### config.mk
export PLATFORM = sky130hd
export DESIGN_NAME = countdown_timer_dp
export DESIGN_NICKNAME = d
export VERILOG_FILES = /design/src/rtl/countdown_timer_dp_pkg.sv /design/src/rtl/countdown_timer_dp_tick.sv /design/src/rtl/countdown_timer_dp.sv
export SDC_FILE = /design/constraint.sdc
export NUM_CORES = 1
export LEC_CHECK = 0
export BUFFER_PORTS_ARGS = -buffer_cell sky130_fd_sc_hd__buf_2
export CORE_ASPECT_RATIO = 0.6
export CORE_MARGIN = 2
export CORE_UTILIZATION = 55
export DETAILED_ROUTE_END_ITERATION = 8
export GPL_ROUTABILITY_DRIVEN = 0
export HOLD_SLACK_MARGIN = 0.03
export PLACE_DENSITY_LB_ADDON = 0.12
export SLEW_MARGIN = 20
export SYNTH_ARGS = -nofsm -noshare
export SYNTH_HDL_FRONTEND = slang
export SYNTH_SLANG_ARGS = --single-unit
### constraint.sdc
create_clock -name clk -period 4.4 [get_ports clk]
set_input_delay 0.88 -clock clk [delete_from_list [all_inputs] [get_ports clk]]
set_output_delay 0.88 -clock clk [all_outputs]
set_load 0.01 [all_outputs]
### src/rtl/countdown_timer_dp_pkg.sv
// Shared types and field limits for the countdown datapath.
package countdown_timer_dp_pkg;

    typedef enum logic [2:0] {
        ST_IDLE,
        ST_ARMED,
        ST_RUN,
        ST_PAUSE,
        ST_DONE
    } cd_state_e;

    localparam int HOUR_W = 5;
    localparam int MIN_W  = 6;
    localparam int SEC_W  = 6;
    localparam int MSEC_W = 7;

    localparam logic [HOUR_W-1:0] HOUR_MAX = 5'd23;
    localparam logic [MIN_W-1:0]  MIN_MAX  = 6'd59;
    localparam logic [SEC_W-1:0]  SEC_MAX  = 6'd59;
    localparam logic [MSEC_W-1:0] MSEC_MAX = 7'd99;

endpackage

### src/rtl/countdown_timer_dp_tick.sv
// cd_tick_gen: free prescaler counting 0..FCOUNT-1 while enabled; wrap_o flags the last count.
module cd_tick_gen #(
    parameter int FCOUNT = 10
) (
    input  logic clk,
    input  logic rst,
    input  logic en_i,
    input  logic clr_i,
    output logic wrap_o
);
    localparam int CW = (FCOUNT > 1) ? $clog2(FCOUNT) : 1;
    localparam logic [CW-1:0] LAST = CW'(FCOUNT - 1);

    logic [CW-1:0] cnt_q, cnt_d;

    assign wrap_o = en_i && (cnt_q == LAST);

    always_comb begin
        cnt_d = cnt_q;
        if (clr_i)
            cnt_d = '0;
        else if (en_i)
            cnt_d = (cnt_q == LAST) ? '0 : cnt_q + 1'b1;
    end

    always_ff @(posedge clk or posedge rst) begin
        if (rst) cnt_q <= '0;
        else     cnt_q <= cnt_d;
    end

endmodule

### src/rtl/countdown_timer_dp.sv
// Countdown datapath: loads h:m:s:cs, decrements at TICK_HZ while running, pulses o_done at expiry.
// Optional COUNTDOWN_AUTORELOAD_EN: expiry reloads the stored value and keeps running.
module countdown_timer_dp
    import countdown_timer_dp_pkg::*;
#(
    parameter int FREQ_HZ = 100_000_000,
    parameter int TICK_HZ = 100
) (
    input  logic              clk,
    input  logic              rst,
    input  logic              i_load,
    input  logic [HOUR_W-1:0] i_hour,
    input  logic [MIN_W-1:0]  i_min,
    input  logic [SEC_W-1:0]  i_sec,
    input  logic [MSEC_W-1:0] i_msec,
    input  logic              i_runstop,
    input  logic              i_clear,
    output logic [HOUR_W-1:0] hour,
    output logic [MIN_W-1:0]  min,
    output logic [SEC_W-1:0]  sec,
    output logic [MSEC_W-1:0] msec,
    output logic              o_running,
    output logic              o_done
);
    localparam int FCOUNT = FREQ_HZ / TICK_HZ;

    cd_state_e state_q, state_d;
    logic [HOUR_W-1:0] hour_q, hour_d, rhour_q, rhour_d;
    logic [MIN_W-1:0]  min_q,  min_d,  rmin_q,  rmin_d;
    logic [SEC_W-1:0]  sec_q,  sec_d,  rsec_q,  rsec_d;
    logic [MSEC_W-1:0] msec_q, msec_d, rmsec_q, rmsec_d;
    logic running_q, running_d, done_q, done_d;

    logic load_acc, tick;
    logic [HOUR_W-1:0] ld_hour, dec_hour;
    logic [MIN_W-1:0]  ld_min,  dec_min;
    logic [SEC_W-1:0]  ld_sec,  dec_sec;
    logic [MSEC_W-1:0] ld_msec, dec_msec;
    logic ld_nz, dec_zero, rld_nz;

    assign load_acc = i_load && (state_q != ST_RUN);

    cd_tick_gen #(.FCOUNT(FCOUNT)) u_tick (
        .clk    (clk),
        .rst    (rst),
        .en_i   (state_q == ST_RUN),
        .clr_i  (i_clear || load_acc),
        .wrap_o (tick)
    );

    assign ld_hour = (i_hour > HOUR_MAX) ? HOUR_MAX : i_hour;
    assign ld_min  = (i_min  > MIN_MAX)  ? MIN_MAX  : i_min;
    assign ld_sec  = (i_sec  > SEC_MAX)  ? SEC_MAX  : i_sec;
    assign ld_msec = (i_msec > MSEC_MAX) ? MSEC_MAX : i_msec;
    assign ld_nz   = |{ld_hour, ld_min, ld_sec, ld_msec};
    assign rld_nz  = |{rhour_q, rmin_q, rsec_q, rmsec_q};

    // Borrow chain; only evaluated in RUN, where the value is never zero.
    always_comb begin
        dec_hour = hour_q;
        dec_min  = min_q;
        dec_sec  = sec_q;
        dec_msec = msec_q - 1'b1;
        if (msec_q == '0) begin
            dec_msec = MSEC_MAX;
            dec_sec  = sec_q - 1'b1;
            if (sec_q == '0) begin
                dec_sec = SEC_MAX;
                dec_min = min_q - 1'b1;
                if (min_q == '0) begin
                    dec_min  = MIN_MAX;
                    dec_hour = hour_q - 1'b1;
                end
            end
        end
    end

    assign dec_zero = ~|{dec_hour, dec_min, dec_sec, dec_msec};

    always_comb begin
        state_d = state_q;
        hour_d  = hour_q;
        min_d   = min_q;
        sec_d   = sec_q;
        msec_d  = msec_q;
        rhour_d = rhour_q;
        rmin_d  = rmin_q;
        rsec_d  = rsec_q;
        rmsec_d = rmsec_q;
        done_d  = 1'b0;
        if (i_clear) begin
            state_d = ST_IDLE;
            {hour_d, min_d, sec_d, msec_d}     = '0;
            {rhour_d, rmin_d, rsec_d, rmsec_d} = '0;
        end else if (load_acc) begin
            {hour_d, min_d, sec_d, msec_d}     = {ld_hour, ld_min, ld_sec, ld_msec};
            {rhour_d, rmin_d, rsec_d, rmsec_d} = {ld_hour, ld_min, ld_sec, ld_msec};
            state_d = ld_nz ? ST_ARMED : ST_IDLE;
        end else begin
            case (state_q)
                ST_ARMED, ST_PAUSE: if (i_runstop) state_d = ST_RUN;
                ST_RUN: begin
                    if (tick) begin
                        {hour_d, min_d, sec_d, msec_d} = {dec_hour, dec_min, dec_sec, dec_msec};
                        if (dec_zero) begin
                            done_d = 1'b1;
`ifdef COUNTDOWN_AUTORELOAD_EN
                            if (rld_nz)
                                {hour_d, min_d, sec_d, msec_d} = {rhour_q, rmin_q, rsec_q, rmsec_q};
                            else
                                state_d = ST_DONE;
`else
                            state_d = ST_DONE;
`endif
                        end
                    end
                    if (state_d == ST_RUN && !i_runstop) state_d = ST_PAUSE;
                end
                default: ;
            endcase
        end
    end

    assign running_d = (state_d == ST_RUN);

    always_ff @(posedge clk or posedge rst) begin
        if (rst) begin
            state_q   <= ST_IDLE;
            hour_q    <= '0;
            min_q     <= '0;
            sec_q     <= '0;
            msec_q    <= '0;
            rhour_q   <= '0;
            rmin_q    <= '0;
            rsec_q    <= '0;
            rmsec_q   <= '0;
            running_q <= 1'b0;
            done_q    <= 1'b0;
        end else begin
            state_q   <= state_d;
            hour_q    <= hour_d;
            min_q     <= min_d;
            sec_q     <= sec_d;
            msec_q    <= msec_d;
            rhour_q   <= rhour_d;
            rmin_q    <= rmin_d;
            rsec_q    <= rsec_d;
            rmsec_q   <= rmsec_d;
            running_q <= running_d;
            done_q    <= done_d;
        end
    end

    // rld_nz is only consumed by the auto-reload build.
    logic unused_rld;
    assign unused_rld = rld_nz;

    assign hour      = hour_q;
    assign min       = min_q;
    assign sec       = sec_q;
    assign msec      = msec_q;
    assign o_running = running_q;
    assign o_done    = done_q;

endmodule
After elaboration in Yosys (flattened, before gate mapping)
Cells that the tools add are included.
{"block": "op_classes", "eq_ne": 7, "add_sub_neg": 5, "n_reduce_logical": 15, "mux": 48, "magnitude_cmp": 4}
{"operator": "two-way mux 6 bit", "n": 15}
{"operator": "two-way mux 20 bit", "n": 3}
{"operator": "OR reduction 24 bit", "n": 2}
{"operator": "two-way mux 7 bit", "n": 6}
{"operator": "two-way mux 5 bit", "n": 8}
{"operator": "two-way mux 3 bit", "n": 9}
{"operator": "adder 20 x 1 -> 20 bit, second input constant", "n": 1}
{"operator": "equality test 20 bit, second input constant", "n": 1}
{"operator": "equality test 3 x 2 -> 1 bit, second input constant", "n": 4}
{"operator": "greater-than comparator 6 bit, second input constant", "n": 2}
{"operator": "logical NOT 6 bit", "n": 2}
{"operator": "subtractor 6 x 1 -> 6 bit, second input constant", "n": 2}
{"operator": "greater-than comparator 7 bit, second input constant", "n": 1}
{"operator": "logical NOT 7 bit", "n": 1}
{"operator": "subtractor 7 x 1 -> 7 bit, second input constant", "n": 1}
{"operator": "two-way mux 1 bit", "n": 6}
{"operator": "case mux 3 bit (2 select lines)", "n": 1}
{"operator": "nonzero test 3 bit", "n": 2}
{"operator": "greater-than comparator 5 bit, second input constant", "n": 1}
{"operator": "subtractor 5 x 1 -> 5 bit, second input constant", "n": 1}
{"operator": "equality test 3 x 1 -> 1 bit, second input constant", "n": 1}
{"operator": "logical AND 1 bit", "n": 3}
{"operator": "inequality test 3 x 2 -> 1 bit, second input constant", "n": 1}
{"operator": "AND reduction 2 bit", "n": 1}
{"operator": "4 further kinds", "n": 4}
{"block": "word_totals", "elab_cells": 87, "ff_bits": 49, "out_inout_bits": 26}

Longest topological paths before layout
{"block": "logic_depth", "ltp_word": 17, "mapped_depth": 9, "depth_no_buf": 9}

Modules after synthesis
From an unflattened synthesis, not the netlist that was laid out.
{"block": "unflattened", "hier_cells": 391, "area_unflattened_um2": 3369.5}
{"module": "countdown_timer_dp", "area_per_inst_um2": 2230.9, "cells_each": 271, "seq_area_each_um2": 725.7, "n_inst": 1}
{"module": "cd_tick_gen", "area_per_inst_um2": 1138.6, "cells_each": 120, "seq_area_each_um2": 500.5, "n_inst": 1}

Worst setup path after synthesis
Ideal clock, no wire load.
{"block": "synth_timing", "kind": "register to register", "from": "register sec_q[1], in the netlist sec[1]", "to": "register hour_q[4], in the netlist hour[4]", "required_ps": 4279, "arrival_time_ps": 2563, "n_path_buf": 0, "setup_time_ps": 121, "path_stages_with_launch": 10, "setup_slack_ps": 1716, "cell_sequence": "dfrtp_1 -> inv_1 -> ha_1 -> or4b_4 -> or4_4 -> nor2_4 -> nand2_2 -> or3_1 -> a21o_1 -> a22o_1"}
{"block": "synth_between", "elab_chain_cells": 7}
{"element": "start: declaration", "line": "countdown_timer_dp.sv:30", "text": "logic [SEC_W-1:0] sec_q, sec_d, rsec_q, rsec_d;"}
{"element": "start signal: assignment", "line": "countdown_timer_dp.sv:131", "text": "sec_q <= '0;"}
{"element": "start signal: assignment", "line": "countdown_timer_dp.sv:143", "text": "sec_q <= sec_d;"}
{"element": "logical NOT 6 bit", "line": "countdown_timer_dp.sv:67", "text": "if (sec_q == '0) begin"}
{"element": "two-way mux 5 bit", "line": "countdown_timer_dp.sv:67"}
{"element": "two-way mux 5 bit", "line": "countdown_timer_dp.sv:64", "text": "if (msec_q == '0) begin"}
{"element": "two-way mux 5 bit", "line": "countdown_timer_dp.sv:103", "text": "if (tick) begin"}
{"element": "two-way mux 5 bit", "line": "countdown_timer_dp.sv:100", "text": "case (state_q)"}
{"element": "two-way mux 5 bit", "line": "countdown_timer_dp.sv:95", "text": "end else if (load_acc) begin"}
{"element": "two-way mux 5 bit", "line": "countdown_timer_dp.sv:91", "text": "if (i_clear) begin"}
{"element": "end signal: assignment", "line": "countdown_timer_dp.sv:141", "text": "hour_q <= hour_d;"}
{"element": "end: declaration", "line": "countdown_timer_dp.sv:28", "text": "logic [HOUR_W-1:0] hour_q, hour_d, rhour_q, rhour_d;"}
Every way passes these cells. The select of a mux whose other input is x is not followed.
A chain may end at the register's enable or synchronous reset.

Final worst setup path
{"block": "layout_timing", "from": "register u_tick.cnt_q[8]", "to": "register hour_q[1], in the netlist hour[1]"}
{"block": "layout_between", "elab_chain_cells": 4}
{"element": "start: declaration", "line": "countdown_timer_dp_tick.sv:14", "text": "logic [CW-1:0] cnt_q, cnt_d;"}
{"element": "start signal: assignment", "line": "countdown_timer_dp_tick.sv:28", "text": "else cnt_q <= cnt_d;"}
{"element": "equality test 20 bit", "line": "countdown_timer_dp_tick.sv:16", "text": "assign wrap_o = en_i && (cnt_q == LAST);"}
{"element": "logical AND 1 bit", "line": "countdown_timer_dp_tick.sv:16"}
{"element": "nonzero test 3 bit (no line)"}
{"element": "AND reduction 2 bit (no line)"}
Every way passes these cells.

==> impl_metrics.toml <==
[critical_path]
max_stage_delay_ns = 0.75
arrival_ns = 3.41
path_max_fanout = 29
crit_path_frequent_cell = "o21ai_0"
setup.worst_path.start_class = "flop"
path_class = "reg2reg"
end_kind = "flop"
cp_cell_sequence = "nor4b_1, nand4_1, o21ai_0, nand2_1, nor2_1, o221ai_1, o21ai_0"
cpLargestDelayFamily = "simple AND/OR/NAND/NOR gates"
required_ns = 4.62
cpMaxStageDelayCell = "nand2_1"
cp.buffers_inverters = 0

[power_and_ir_drop]
power_density_mw_per_mm2 = 373.8
p_leak_nw = 1.624
irDropWorstVdd_mv = 0.1978

[routing]
drc = 0
ant_nets = 0
via_count = 3372
totalWireLength_um = 9820
viasPerCell = 6.510
wl_per_cell_um = 18.96
first_iter_violations = 428
drt_pass1_iterations = 6

[clocking]
post_cts_resized = 0
hold_buffers = 0
post_cts_buffers = 0
clk_pin_slew_worst_paths_ns = 0.10
cts.sink_count = 49
clk_latency_ns = 0.31
cts_root_buf = "clkbuf_8"
clk_path_buf_depth = 2
htreeDepth = 2
numCtsBuffers = 5
cts_tree = "yes"

[logic_synthesis]
synth.distinct_cells = 65
syn_nets = 423
synth_adder_area_share_pct = 2.321
synth_seq_area_share_pct = 37.91
synth-compound-area-share_pct = 21.35
synth.area.top_cells = "dfrtp_1 (38%), nor2_1 (5.7%), o21ai_0 (5.4%)"
synth_top_family_by_area = "simple AND/OR/NAND/NOR gates"
ys.flop_type = "dfrtp_1"
synthDominantCellAreaShare_pct = 37.91
yosysTopAreaCell = "dfrtp_1"
synthesis.area_mm2 = 0.003234
synthMuxAreaShare_pct = 0.3482
synth_warnings = 0
synth-edff-count = 0
async_reset_ff_share_pct = 100.0
synthCells = 388
avgSynthCellArea_um2 = 8.336
synth-seq-cells = 49
synth-simple-area-share_pct = 30.06
synth_xor_area_share_pct = 4.603

[global_routing]
antenna_found_initial = 0
grt_overflow = 0
grt_util_all_layers_pct = 31.71
grt_pass1_wl_um = 15840
grt_pass1_vias = 3085
grt_max_degree = 50

[sta]
grt_setup_unrepaired = "no"
hold_ws_ns = 0.5280
finalMaxSlewViolations = 0
fin_crit_sh_pct = 72.51
setup_violations = 0
fin_skew_ns = 0.009355
setup_tns_ns = 0
post-route-min-period_ns = 3.190
hold_violations = 0
worst_slew_pin_slew_ns = 0.9987
worst_slew_margin_rel_pct = 33.26
max_freq_ghz = 0.3134

[layout]
syn2layout_area_growth_pct = 14.31
final_common_cell = "buf_2"
final_cell_area_mm2 = 0.003697
layout_common_cells = "buf_2 (54), nor2_1 (49), dfrtp_1 (49)"
nets = 472
diodes = 0
drive_gt1_share_pct = 18.26
n_fill_cell = 506

[flow_run]
max-cap-violations = 0

[placed_design]
io_buffers = 54
place_area_mm2 = 0.003562
dp_hpwl_um = 7227

[floorplanning]
die-area_mm2 = 0.006530
die_w_um = 103
fp-row-count = 21
start_util_pct = 57.52
coreArea_mm2 = 0.005623
die_y_um = 63.40
boundaryPins = 55

[min_path]
hp-class = "reg2reg"

[status]
status = "complete, no violations"
## power breakdown
group	total (mW)	leakage, nW	switching [mW]	internal (mW)
clock	0.388	0.0681	0.162	0.226
sequential	0.553	0.661	0.0693	0.484
combinational	0.441	0.895	0.277	0.164
## through the flow
stage                     util, %  power, mW  setup slack, ns  cells
after floorplan                 -     0.8325            1.716    388
after global placement      63.35     0.9727            1.268    510
after detailed placement    63.35     0.9805            1.140    510
after CTS                   65.73      1.363            1.290    518
after global routing        65.75      1.446           0.8506    518
final                       65.75      1.382            1.210    518
## final timing paths
check	slack, ns	endpoint	from	cells past startpoint
setup / recovery	1.21	hour[1]	u_tick.cnt_q[8]	7
hold / removal	0.53	u_tick.cnt_q[5]	u_tick.cnt_q[5]	1
setup reg to reg	1.21	hour[1]	u_tick.cnt_q[8]	7
hold reg to reg	0.53	u_tick.cnt_q[5]	u_tick.cnt_q[5]	1
max in group asynchronous	3.19	sec[1]	rst	2
min in group asynchronous	0.70	min[1]	rst	2
## state kept, by name, indices dropped and copies added, names as in the netlist
register / cells
u_tick.cnt_q: 20
o_running: 1
state_q: 3
o_done: 1
msec: 7
hour: 5
min: 6
sec: 6
## kinds of logic after synthesis
family                   count (synthesis)
AO/OA/AOI/OAI                          103
XOR/XNOR                                17
adder cells (fa/ha/maj)                  6
buffers and inverters                   28
flip-flops                              49
multiplexers                             1
AND/OR/NAND/NOR                        184
## cells in the mapped netlist (all sizes together), types with 2 or more instances
library cell,number
or4,3
ha,6
nor4b,3
or2b,2
a22o,4
and2,3
a21oi,19
o2111ai,2
a32oi,4
and3,6
clkbuf,12
and3b,2
o221ai,2
nand4,11
o22a,2
nor2,50
a211oi,3
o21ai,36
o311ai,3
and4,2
nor3b,5
nor3,16
inv,14
nand3b,5
nor4,10
nor2b,4
xnor2,4
a21o,2
o31ai,7
or3,3
o22ai,3
a31oi,2
xor2,13
dfrtp,49
nand2,42
o211ai,4
buf,2
nand3,12
## layer usage
layer / wire [µm] / vias to the layer above / global-route usage, % / part of all wire [%]
met4: 165 / 0 / 8.717 / 1.7
met5: 0 / - / 0 / 0
met2: 3821 / 232 / 40.83 / 39
met3: 1212 / 23 / 7.658 / 12
li1: - / 1536 / - / -
met1: 4621 / 1581 / 51.55 / 47
## final cells by class
class	count	area, µm²	area share [%]
multi-input combinational	311	1898	51.34
timing repair buffer	56	285.3	7.716
tap	80	100.1	2.707
sequential	49	1226	33.16
clock inverter	3	65.06	1.760
inverter	14	53.80	1.455
clock buffer	5	68.82	1.861
No activity file was read; power rests on OpenSTA's default activity.
